`src/rtl/scratch_port_arbiter.sv`:
```
// Arbitrates the single-port scratch RAM among store, operand-fetch and host requesters,
// and routes pipelined read returns back to the requester that issued each read.
module scratch_port_arbiter #(
    parameter int unsigned ADDR_WIDTH   = 4,
    parameter int unsigned DATA_WIDTH   = 32,
    parameter int unsigned RD_LATENCY   = 1,
    parameter int unsigned STARVE_LIMIT = 4
) (
    input  logic                  clk,
    input  logic                  rst,

    input  logic                  wr_req,
    input  logic [ADDR_WIDTH-1:0] wr_addr,
    input  logic [DATA_WIDTH-1:0] wr_data,
    output logic                  wr_gnt,

    input  logic                  rd_req,
    input  logic [ADDR_WIDTH-1:0] rd_addr,
    output logic                  rd_gnt,
    output logic [DATA_WIDTH-1:0] rd_data,
    output logic                  rd_vld,

    input  logic                  host_req,
    input  logic                  host_we,
    input  logic [ADDR_WIDTH-1:0] host_addr,
    input  logic [DATA_WIDTH-1:0] host_wdata,
    output logic                  host_gnt,
    output logic [DATA_WIDTH-1:0] host_rdata,
    output logic                  host_rvld,

    output logic [ADDR_WIDTH-1:0] ram_addr,
    output logic [DATA_WIDTH-1:0] ram_wdata,
    output logic                  ram_we,
    output logic                  ram_re,
    input  logic [DATA_WIDTH-1:0] ram_rdata,

    output logic                  rd_inflight
);

    logic [3:0]            starve_cnt;
    logic                  host_force;
    logic [ADDR_WIDTH-1:0] addr_q;
    logic [DATA_WIDTH-1:0] wdata_q;
    logic [RD_LATENCY-1:0] pipe_vld;
    logic [RD_LATENCY-1:0] pipe_own;

    // Grants are gated by reset so nothing reaches the RAM while rst is low.
    always_comb begin
        host_force = host_req && (starve_cnt == 4'(STARVE_LIMIT));
        wr_gnt     = 1'b0;
        rd_gnt     = 1'b0;
        host_gnt   = 1'b0;
        if (rst) begin
            if (host_force) begin
                host_gnt = 1'b1;
            end else if (wr_req) begin
                wr_gnt = 1'b1;
            end else if (rd_req) begin
                rd_gnt = 1'b1;
            end else if (host_req) begin
                host_gnt = 1'b1;
            end
        end
    end

    assign ram_we = wr_gnt | (host_gnt & host_we);
    assign ram_re = rd_gnt | (host_gnt & ~host_we);

    always_comb begin
        ram_addr  = addr_q;
        ram_wdata = wdata_q;
        if (wr_gnt) begin
            ram_addr  = wr_addr;
            ram_wdata = wr_data;
        end else if (rd_gnt) begin
            ram_addr  = rd_addr;
        end else if (host_gnt) begin
            ram_addr  = host_addr;
            ram_wdata = host_wdata;
        end
    end

    always_ff @(posedge clk or negedge rst) begin
        if (!rst) begin
            addr_q  <= '0;
            wdata_q <= '0;
        end else begin
            addr_q  <= ram_addr;
            wdata_q <= ram_wdata;
        end
    end

    always_ff @(posedge clk or negedge rst) begin
        if (!rst) begin
            starve_cnt <= '0;
        end else if (!host_req || host_gnt) begin
            starve_cnt <= '0;
        end else if (starve_cnt != 4'(STARVE_LIMIT)) begin
            starve_cnt <= starve_cnt + 4'd1;
        end
    end

    // Return pipe: owner 0 = operand fetch, owner 1 = host.
    always_ff @(posedge clk or negedge rst) begin
        if (!rst) begin
            pipe_vld <= '0;
            pipe_own <= '0;
        end else begin
            pipe_vld[0] <= ram_re;
            pipe_own[0] <= host_gnt;
            for (int i = 1; i < int'(RD_LATENCY); i++) begin
                pipe_vld[i] <= pipe_vld[i-1];
                pipe_own[i] <= pipe_own[i-1];
            end
        end
    end

    always_ff @(posedge clk or negedge rst) begin
        if (!rst) begin
            rd_vld     <= 1'b0;
            rd_data    <= '0;
            host_rvld  <= 1'b0;
            host_rdata <= '0;
        end else begin
            rd_vld    <= pipe_vld[RD_LATENCY-1] & ~pipe_own[RD_LATENCY-1];
            host_rvld <= pipe_vld[RD_LATENCY-1] & pipe_own[RD_LATENCY-1];
            if (pipe_vld[RD_LATENCY-1] && !pipe_own[RD_LATENCY-1]) begin
                rd_data <= ram_rdata;
            end
            if (pipe_vld[RD_LATENCY-1] && pipe_own[RD_LATENCY-1]) begin
                host_rdata <= ram_rdata;
            end
        end
    end

    assign rd_inflight = |(pipe_vld & ~pipe_own);

endmodule

```
`config.mk`:
```
export PLATFORM = sky130hd
export DESIGN_NAME = scratch_port_arbiter
export DESIGN_NICKNAME = d
export VERILOG_FILES = /design/src/rtl/scratch_port_arbiter.sv
export SDC_FILE = /design/constraint.sdc
export NUM_CORES = 1
export LEC_CHECK = 0
export CORE_AREA = 2 2 112 114
export DETAILED_ROUTE_END_ITERATION = 12
export DIE_AREA = 0 0 114 116
export GPL_TIMING_DRIVEN = 0
export PLACE_DENSITY = 0.85
export SYNTH_ARGS = -nofsm -noshare
export SYNTH_HDL_FRONTEND = slang
export SYNTH_SLANG_ARGS = --single-unit
```
`constraint.sdc`:
```
create_clock -name clk -period 2.6 [get_ports clk]
set_input_delay 0.52 -clock clk [delete_from_list [all_inputs] [get_ports clk]]
set_output_delay 0.52 -clock clk [all_outputs]
set_load 0.01 [all_outputs]
```
==> impl_metrics.toml, run 1 <==
[finish]
fin_nets = 783
stdcell_count = 819
layout_common_cells = "clkdlybuf4s50_1, dfrtp_1, mux2_2"
fin_area_sq_um = 8320
fillers = 830
layout-drive-gt1-share_pct = 36.5
syn_to_final_growth_pct = 68.0
diodes = 0
final_common_cell = "clkdlybuf4s50_1"
postLayoutCoreUtil_pct = 69.8

[sta]
period_needed_ps = 2670
finalSetupViolCount = 26
whs_ps = 98.9
relSlewSlack_pct = 57.2
rsz0062_at_grt = "yes"
skew_ps = 5.73
slew_viol_final = 0
setup_ws_ps = -68.1
finalSetupTns_ps = -898
final-hold-violation-count = 0
fmax_mhz = 375
period_share_pct = 103
tightest_slew_ps = 641

[pwr]
pwr_density_cell_nw_per_um2 = 637
leakage_nw = 3.46
ir_drop_v = 0.000311
total_power_mw = 5.30

[logic_synthesis]
synth-async-reset-ratio_pct = 100
synth-seq-cells = 108
synth_nets = 515
syn_inst = 399
yosysTopAreaCell = "dfrtp_1"
yosys_most_used_dff = "dfrtp_1"
yosys_warnings = 0
synth_cell_type_count = 38
synth_top_area_share_pct = 54.6
yosysSeqAreaShare_pct = 54.6
synth_area_leaders = "dfrtp_1, mux2_2, o2111ai_1"
synth_area_per_cell_sq_um = 12.4
netlist_area_sq_um = 4950
synth_edf_count = 0

[job]
max_cap_violations = 0

[floorplan]
die_y_microns = 116
start_util_pct = 41.6
core.rowCount = 40
die_x_microns = 114
coreArea_sq_um = 11900
top_level_ports = 222
dieArea_sq_um = 13200

[detailed_routing]
detail_route.wirelength.met1_microns = 6670
drt_first_pass_iters = 5
remaining_drc_errors = 0
routedWlPerCell_microns = 21.2
antenna_violating_nets_post_route = 0
highest_layer = "met4"
vias_per_cell = 5.72
vias = 4687
met3_length_microns = 1300
dr_wl_met2_microns = 8890
postRouteWirelength_microns = 17300
dr.first_iter.drc_count = 294

[worst_setup_path]
cp-start-kind = "register"
cp_max_fo = 10
r2r_slack_ps = 630
r2r-start = "starve_cnt[1]"
critical_path_class = "register to output pin"
cp_data_required_time_ps = 2080
crit_chain = "inv_2, ha_4, and3b_2, o211a_4, buf_8, buf_12, o211ai_4, buf_2"
arrival_ps = 2150
r2r-end = "wdata_q[3]"
slowest_stage = "dfrtp_1"
slowest_delay_ps = 380
worst-r2r-cell-count = 9
endpoint_kind = "output pin"

[status]
violations = "setup timing"
status = "complete, but fails checks"

[min_path]
min_path_type = "primary input to async pin"

[global_route]
grt_antenna_before_repair = 0
gr-total-overflow = 0
grt_usage_pct = 25.8
grt_max_degree = 61
grt_pass1_vias = 4802
grt_pass1_wl_microns = 26100

[placed_design]
hpwl_microns = 11800
port_buffers = 221
dp_cells = 768
place_ws_ps = -1150
place_area_sq_um = 7370
gp_congestion = 0.824

[clock_network]
cts_buffers = 9
cts_root_buffer = "clkbuf_16"
cts_sinks = 108
cts_tree = "yes"
cts_max_level = 3
cts_buffer_depth = 2
clock_latency_ps = 360
path_clk_slew_ps = 70
worst max-delay path, delay by kind of cell (launching register included):
kind | cells | cell delay (ps)
buf+inv | 4 | 530
simple gates | 1 | 250
fa+ha+maj | 1 | 180
compound gates | 2 | 450
flops | 1 | 380
synth_stat cells (2+ instances only):
| library cell | instances |
|---|---|
| nand2b_1 | 2 |
| nand3_1 | 33 |
| or3_1 | 2 |
| o2111ai_1 | 32 |
| nand2_1 | 2 |
| buf_2 | 6 |
| buf_1 | 4 |
| clkbuf_1 | 27 |
| o21ai_1 | 3 |
| o21ai_0 | 30 |
| o22ai_1 | 4 |
| a221oi_2 | 4 |
| and2_1 | 2 |
| nor2_1 | 7 |
| a21oi_1 | 2 |
| a211o_1 | 2 |
| o211ai_2 | 20 |
| dfrtp_1 | 108 |
| o211ai_1 | 12 |
| inv_1 | 10 |
| and3_1 | 2 |
| buf_6 | 4 |
| mux2_2 | 64 |
| ha_1 | 2 |
| a21boi_0 | 2 |
cell families (layout without fill, tap and decap cells):
kind of cell / Yosys count / count (layout) / synth area share [%]
buffers and inverters: 51 / 324 / 4.62
muxes: 64 / 64 / 14.6
and+or+nand+nor: 56 / 56 / 6.01
AOI/OAI and AO/OA: 117 / 117 / 19.5
DFF: 108 / 108 / 54.6
adders and majority gates: 2 / 2 / 0.505
xor gates and xnor gates: 1 / 1 / 0.177
layout make-up:
type	instances	area [sq um]	share of cell area (%)
buffer	37	272	3.26
inverter	10	37.5	0.451
timing repair buffer	261	2490	29.9
tap	147	184	2.21
clock inverter	4	55.1	0.662
clock buffer	12	256	3.08
sequential	108	2700	32.5
multi-input combinational	240	2320	27.9
how the worst max path moves through the flow:
stage	start	to	slack, ps
after floorplan	starve_cnt[0]	ram_wdata[0]	380
after global placement	rst	ram_wdata[8]	-4480
after detailed placement	rst	ram_wdata[8]	-1150
after CTS	starve_cnt[0]	ram_wdata[8]	-130
after global routing	starve_cnt[1]	ram_wdata[4]	-110
final	starve_cnt[1]	ram_wdata[23]	-70
per-layer routing:
layer,vias up,track usage [%]
met5,-,0
met4,0,10.4
met3,33,5.75
met2,255,45.6
met1,2347,30.7
li1,2052,-
report_power, final:
part	internal [mW]	switching (mW)	leakage [nW]	total, mW
Clock	0.808	0.638	0.150	1.45
Sequential	1.99	0.143	1.30	2.13
Combinational	1.01	0.706	2.02	1.72
flip-flops by register name, indices dropped and copies added, names as in the netlist:
register    cells
addr_q          4
pipe_vld        1
wdata_q        32
starve_cnt      4
rd_data        32
rd_vld          1
pipe_own        1
host_rdata     32
host_rvld       1
timing repair:
| action | CTS | global route |
|---|---|---|
| hold buffers | 1 | 0 |
| setup endpoints to repair | 42 | 41 |
| pin swaps | 31 | 23 |
| resized for setup | 233 | 65 |
| buffers inserted | 26 | 9 |
| cloned | 3 | 0 |
| hold endpoints to repair | 23 | 0 |
Power figures use the tool's default switching activity.
==> run 2: changes to the inputs <==
Settings changed: CORE_AREA 2 2 112 114 to 2 2 108 110, DIE_AREA 0 0 114 116 to 0 0 110 112, PLACE_DENSITY 0.85 to 0.91.
Clock period 2.6 ns to 3.18 ns, I/O delays scaled along.
==> impl_metrics.toml, run 2 (synthesized netlist as in run 1, its figures left out) <==
[status]
status = "complete, no violations"

[sta]
whs_ps = 128
period_share_pct = 96.3
rsz0062_at_grt = "no"
period_needed_ps = 3060
finalSetupViolCount = 0
slew_viol_final = 0
final-hold-violation-count = 0
tightest_slew_ps = 576
skew_ps = 5.36
fmax_mhz = 326
relSlewSlack_pct = 61.6

[pwr]
ir_drop_v = 0.000399
pwr_density_cell_nw_per_um2 = 532
power_frac_comb_pct = 30.4
leakage_nw = 3.32
clockPowerShare_pct = 27.4
p_seq_share_pct = 42.2
swShare_pct = 27.8
internal_power_mw = 2.98
p_switching_mw = 1.15

[clock_network]
cts_max_level = 3
cts_sinks = 108
path_clk_slew_ps = 70
cts_buffer_depth = 2
cts_tree = "yes"
cts_root_buffer = "clkbuf_16"
cts_buffers = 9
clock_latency_ps = 340

[job]
max_cap_violations = 0

[floorplan]
dieArea_sq_um = 12300
die_x_microns = 110
top_level_ports = 222
start_util_pct = 44.3
die_y_microns = 112
coreArea_sq_um = 11200
core.rowCount = 39

[worst_setup_path]
cp_max_fo = 10
r2r-start = "starve_cnt[0]"
r2r_slack_ps = 1020
arrival_ps = 2430
cp-start-kind = "register"
critical_path_class = "register to output pin"
cp_data_required_time_ps = 2540
crit_start = "starve_cnt[0]"
endpoint_kind = "output pin"

[global_route]
use_met2_pct = 43.6
grt_max_degree = 74
gr-total-overflow = 0
grt_antenna_before_repair = 0
grt_pass1_vias = 4629
grt_pass1_wl_microns = 24400
met3_usage_pct = 5.15
top_usage_layer = "met2"
grt_usage_pct = 25.7
grtUsageMet1_pct = 31.9

[placed_design]
port_buffers = 221
gp_congestion = 0.891
hpwl_microns = 11800

[detailed_routing]
vias_per_cell = 5.75
remaining_drc_errors = 0
drt_first_pass_iters = 4
dr.first_iter.drc_count = 245
postRouteWirelength_microns = 16100
vias = 4528
routedWlPerCell_microns = 20.5
antenna_violating_nets_post_route = 0

[finish]
layout-drive-gt1-share_pct = 24.1
postLayoutCoreUtil_pct = 69.5
fin_nets = 755
diodes = 0
syn_to_final_growth_pct = 56.8
fillers = 803
final_common_cell = "clkdlybuf4s50_1"
largest_registers = "host_rdata (32), rd_data (32), wdata_q (32)"
layout_common_cells = "clkdlybuf4s50_1, dfrtp_1, mux2_2"

[min_path]
min_path_type = "primary input to async pin"
-- run 2: changes by cell type in the layout (fill, tap and decap cells not counted), sizes merged --
cell           before  now
dlymetal6s2s        2    3
clkinvlp            1    0
bufbuf              1    0
clkinv              0    3
buf                93   25
clkdlybuf4s50     176  182
clkbuf             34   37
clkdlybuf4s15       0    1
dlygate4sd2         4   32
-- run 2: path summary, 6_finish.rpt --
check,to,cells past startpoint
min in group clk,host_rdata[25],1
worst min register to register,host_rdata[25],1
worst max register to register,wdata_q[31],10
max in group asynchronous,host_rdata[5],2
worst max-delay path,ram_wdata[8],9
worst min-delay path,rd_data[23],1
-- run 2: layout make-up --
type,instances,area [sq um],share of cell area (%)
inverters,10,37.5,0.484
flip-flops and latches,108,2700,34.8
clock inverters,6,70.1,0.903
plain buffers,39,224,2.89
well taps,143,179,2.31
multi-input cells,240,2040,26.3
repair buffers,231,2270,29.3
clock buffers,10,229,2.95
-- run 2: timing repair --
action,in CTS,in global routing
gates resized for setup,67,18
setup buffers,5,4
pin swaps,1,2
hold buffers,0,0
setup endpoints to repair,41,38
-- run 2: metrics by stage --
| step | TNS [ps] | power (mW) | setup WS (ps) | instance area [sq um] | cells |
|---|---|---|---|---|---|
| global route | 0 | 4.32 | 31.7 | 7760 | 787 |
| floorplan | 0 | 2.24 | 849 | 4950 | 399 |
| finish | 0 | 4.13 | 117 | 7760 | 787 |
| CTS | -196 | 4.14 | -196 | 7710 | 783 |
| detailed placement | -19300 | 3.05 | -638 | 7370 | 764 |
| global placement | -551870 | 2.99 | -4170 | 7340 | 763 |
-- run 2: metal layers --
layer	wire length, microns	part of all wire, %	up-vias
li1	-	-	2007
met4	432	2.7	0
met3	1400	8.7	36
met1	6120	38	2218
met2	8190	51	267
met5	0	0	-
-- run 2: power groups by stage --
| stage | combinational [mW] | sequential [mW] | clock (mW) |
|---|---|---|---|
| 2_1_floorplan | 0.400 | 1.84 | 0 |
| 5_1_grt | 1.34 | 1.77 | 1.21 |
| 3_5_place_dp | 1.28 | 1.77 | 0 |
| 3_3_place_gp | 1.24 | 1.75 | 0 |
| 6_report | 1.26 | 1.74 | 1.13 |
| 4_1_cts | 1.26 | 1.74 | 1.14 |
-- run 2: critical path, stage by stage (launching register included) --
cell and delay (ps):
dfrtp_1 390, inv_1 100, ha_4 190, and3b_1 190
buf_6 140, o211a_1 240, buf_6 160, buf_6 160
o211ai_2 190, dlygate4sd2_1 330
==> run 3: changes to the inputs <==
Settings changed: CELL_PAD_IN_SITES_DETAIL_PLACEMENT set to 0, CELL_PAD_IN_SITES_GLOBAL_PLACEMENT set to 1, CORE_AREA 2 2 108 110 to 2 2 124 126, DIE_AREA 0 0 110 112 to 0 0 126 128, PLACE_DENSITY 0.91 to 0.9.
==> impl_metrics.toml, run 3 (synthesized netlist as in run 1, its figures left out) <==
[sta]
finalSetupTns_ps = 0
relSlewSlack_pct = 58.2
slew_viol_final = 0
setup_ws_ps = 115
final-hold-violation-count = 0
whs_ps = 161
finalSetupViolCount = 0
rsz0062_at_grt = "yes"
period_needed_ps = 3070
tightest_slew_ps = 627
period_share_pct = 96.4
fmax_mhz = 326
skew_ps = 7.90

[detailed_routing]
antenna_violating_nets_post_route = 0
postRouteWirelength_microns = 16100
remaining_drc_errors = 0
drt_first_pass_iters = 4
vias = 4383
vias_per_cell = 5.29
routedWlPerCell_microns = 19.4
dr.first_iter.drc_count = 212

[floorplan]
die_y_microns = 128
coreArea_sq_um = 14900
top_level_ports = 222
start_util_pct = 33.3
dieArea_sq_um = 16100
core.rowCount = 45
die_x_microns = 126

[finish]
layout_common_cells = "clkdlybuf4s50_1, dfrtp_1, mux2_2"
stdcell_count = 829
postLayoutCoreUtil_pct = 52.9
fin_nets = 753
layout-drive-gt1-share_pct = 23.1
largest_registers = "host_rdata (32), rd_data (32), wdata_q (32)"
fin_area_sq_um = 7860
final_common_cell = "clkdlybuf4s50_1"
syn_to_final_growth_pct = 58.8
diodes = 0

[pwr]
leakage_nw = 3.32
power_frac_comb_pct = 29.8
ir_drop_v = 0.000241
internal_power_mw = 3.05
clockPowerShare_pct = 28.5
total_power_mw = 4.18
pwr_density_cell_nw_per_um2 = 531
p_seq_share_pct = 41.8
p_switching_mw = 1.12
swShare_pct = 26.9

[min_path]
min_path_type = "primary input to async pin"

[placed_design]
gp_congestion = 0.784
place_ws_ps = -1200
port_buffers = 221
hpwl_microns = 11700
dp_cells = 809
place_area_sq_um = 7420

[clock_network]
cts_sinks = 108
cts_max_level = 3
cts_root_buffer = "clkbuf_16"
clock_latency_ps = 340
ctsHoldBuffers = 0
path_clk_slew_ps = 70
cts_buffer_depth = 2
cts_buffers = 9
cts_tree = "yes"

[worst_setup_path]
worst-r2r-cell-count = 7
r2r-start = "starve_cnt[0]"
critical_path_class = "primary input to output pin"
cp-start-kind = "primary input"
r2r-end = "wdata_q[12]"
endpoint_kind = "output pin"
cp_data_required_time_ps = 2540
r2r_slack_ps = 1320
arrival_ps = 2430
cp_max_fo = 10

[global_route]
grt_max_degree = 30
grt_antenna_before_repair = 0
grt_pass1_vias = 4689
grt_usage_pct = 20.2
grt_pass1_wl_microns = 25300
gr-total-overflow = 0

[status]
status = "complete, no violations"

[job]
max_cap_violations = 0
[run 3: how the worst max path moves through the flow]
stage                       start            end  slack (ps)  depth (start not counted)
global route        starve_cnt[1]   ram_wdata[1]          -8                          8
global placement              rst  ram_wdata[14]       -4260                          8
finish                     rd_req   ram_wdata[4]         110                          6
detailed placement            rst  ram_wdata[17]       -1200                          9
CTS                           rst         ram_re         0.3                          7
floorplan           starve_cnt[0]   ram_wdata[0]         850                          8
[run 3: power groups by stage]
stage	sequential [mW]	clock, mW	combinational, mW
after floorplan	1.84	0	0.400
final	1.74	1.19	1.24
after detailed placement	1.77	0	1.28
after CTS	1.75	1.22	1.25
after global routing	1.77	1.28	1.33
after global placement	1.76	0	1.25
[run 3: per-layer routing]
metal | wire length [microns] | up-vias | GRT usage, %
li1 | - | 1996 | -
met1 | 6680 | 2159 | 24.9
met2 | 8040 | 210 | 34.5
met3 | 1150 | 18 | 5.55
met4 | 234 | 0 | 6.21
met5 | 0 | - | 0
[run 3: area by class of cell]
type                            instances  area, sq um
Clock inverter                          5         82.6
Clock buffer                           10          229
Multi-Input combinational cell        240         2040
Sequential cell                       108         2700
Timing Repair Buffer                  229         2300
Buffer                                 39          233
Fill cell                            1298         7000
Inverter                               10         37.5
Tap cell                              188          235
[run 3: what timing repair did]
action | CTS | global route
buffers inserted | 2 | 3
setup endpoints to repair | 41 | 37
gates cloned | 2 | 1
gates resized for setup | 72 | 14
endpoints found under the hold margin | 0 | 0
pin swaps | 2 | 2
[run 3: critical path, stage by stage]
cell and delay (ps):
clkdlybuf4s50_1 510, nor2_4 270, clkbuf_1 400, o2111ai_1 190, o211ai_2 110, dlygate4sd2_1 300
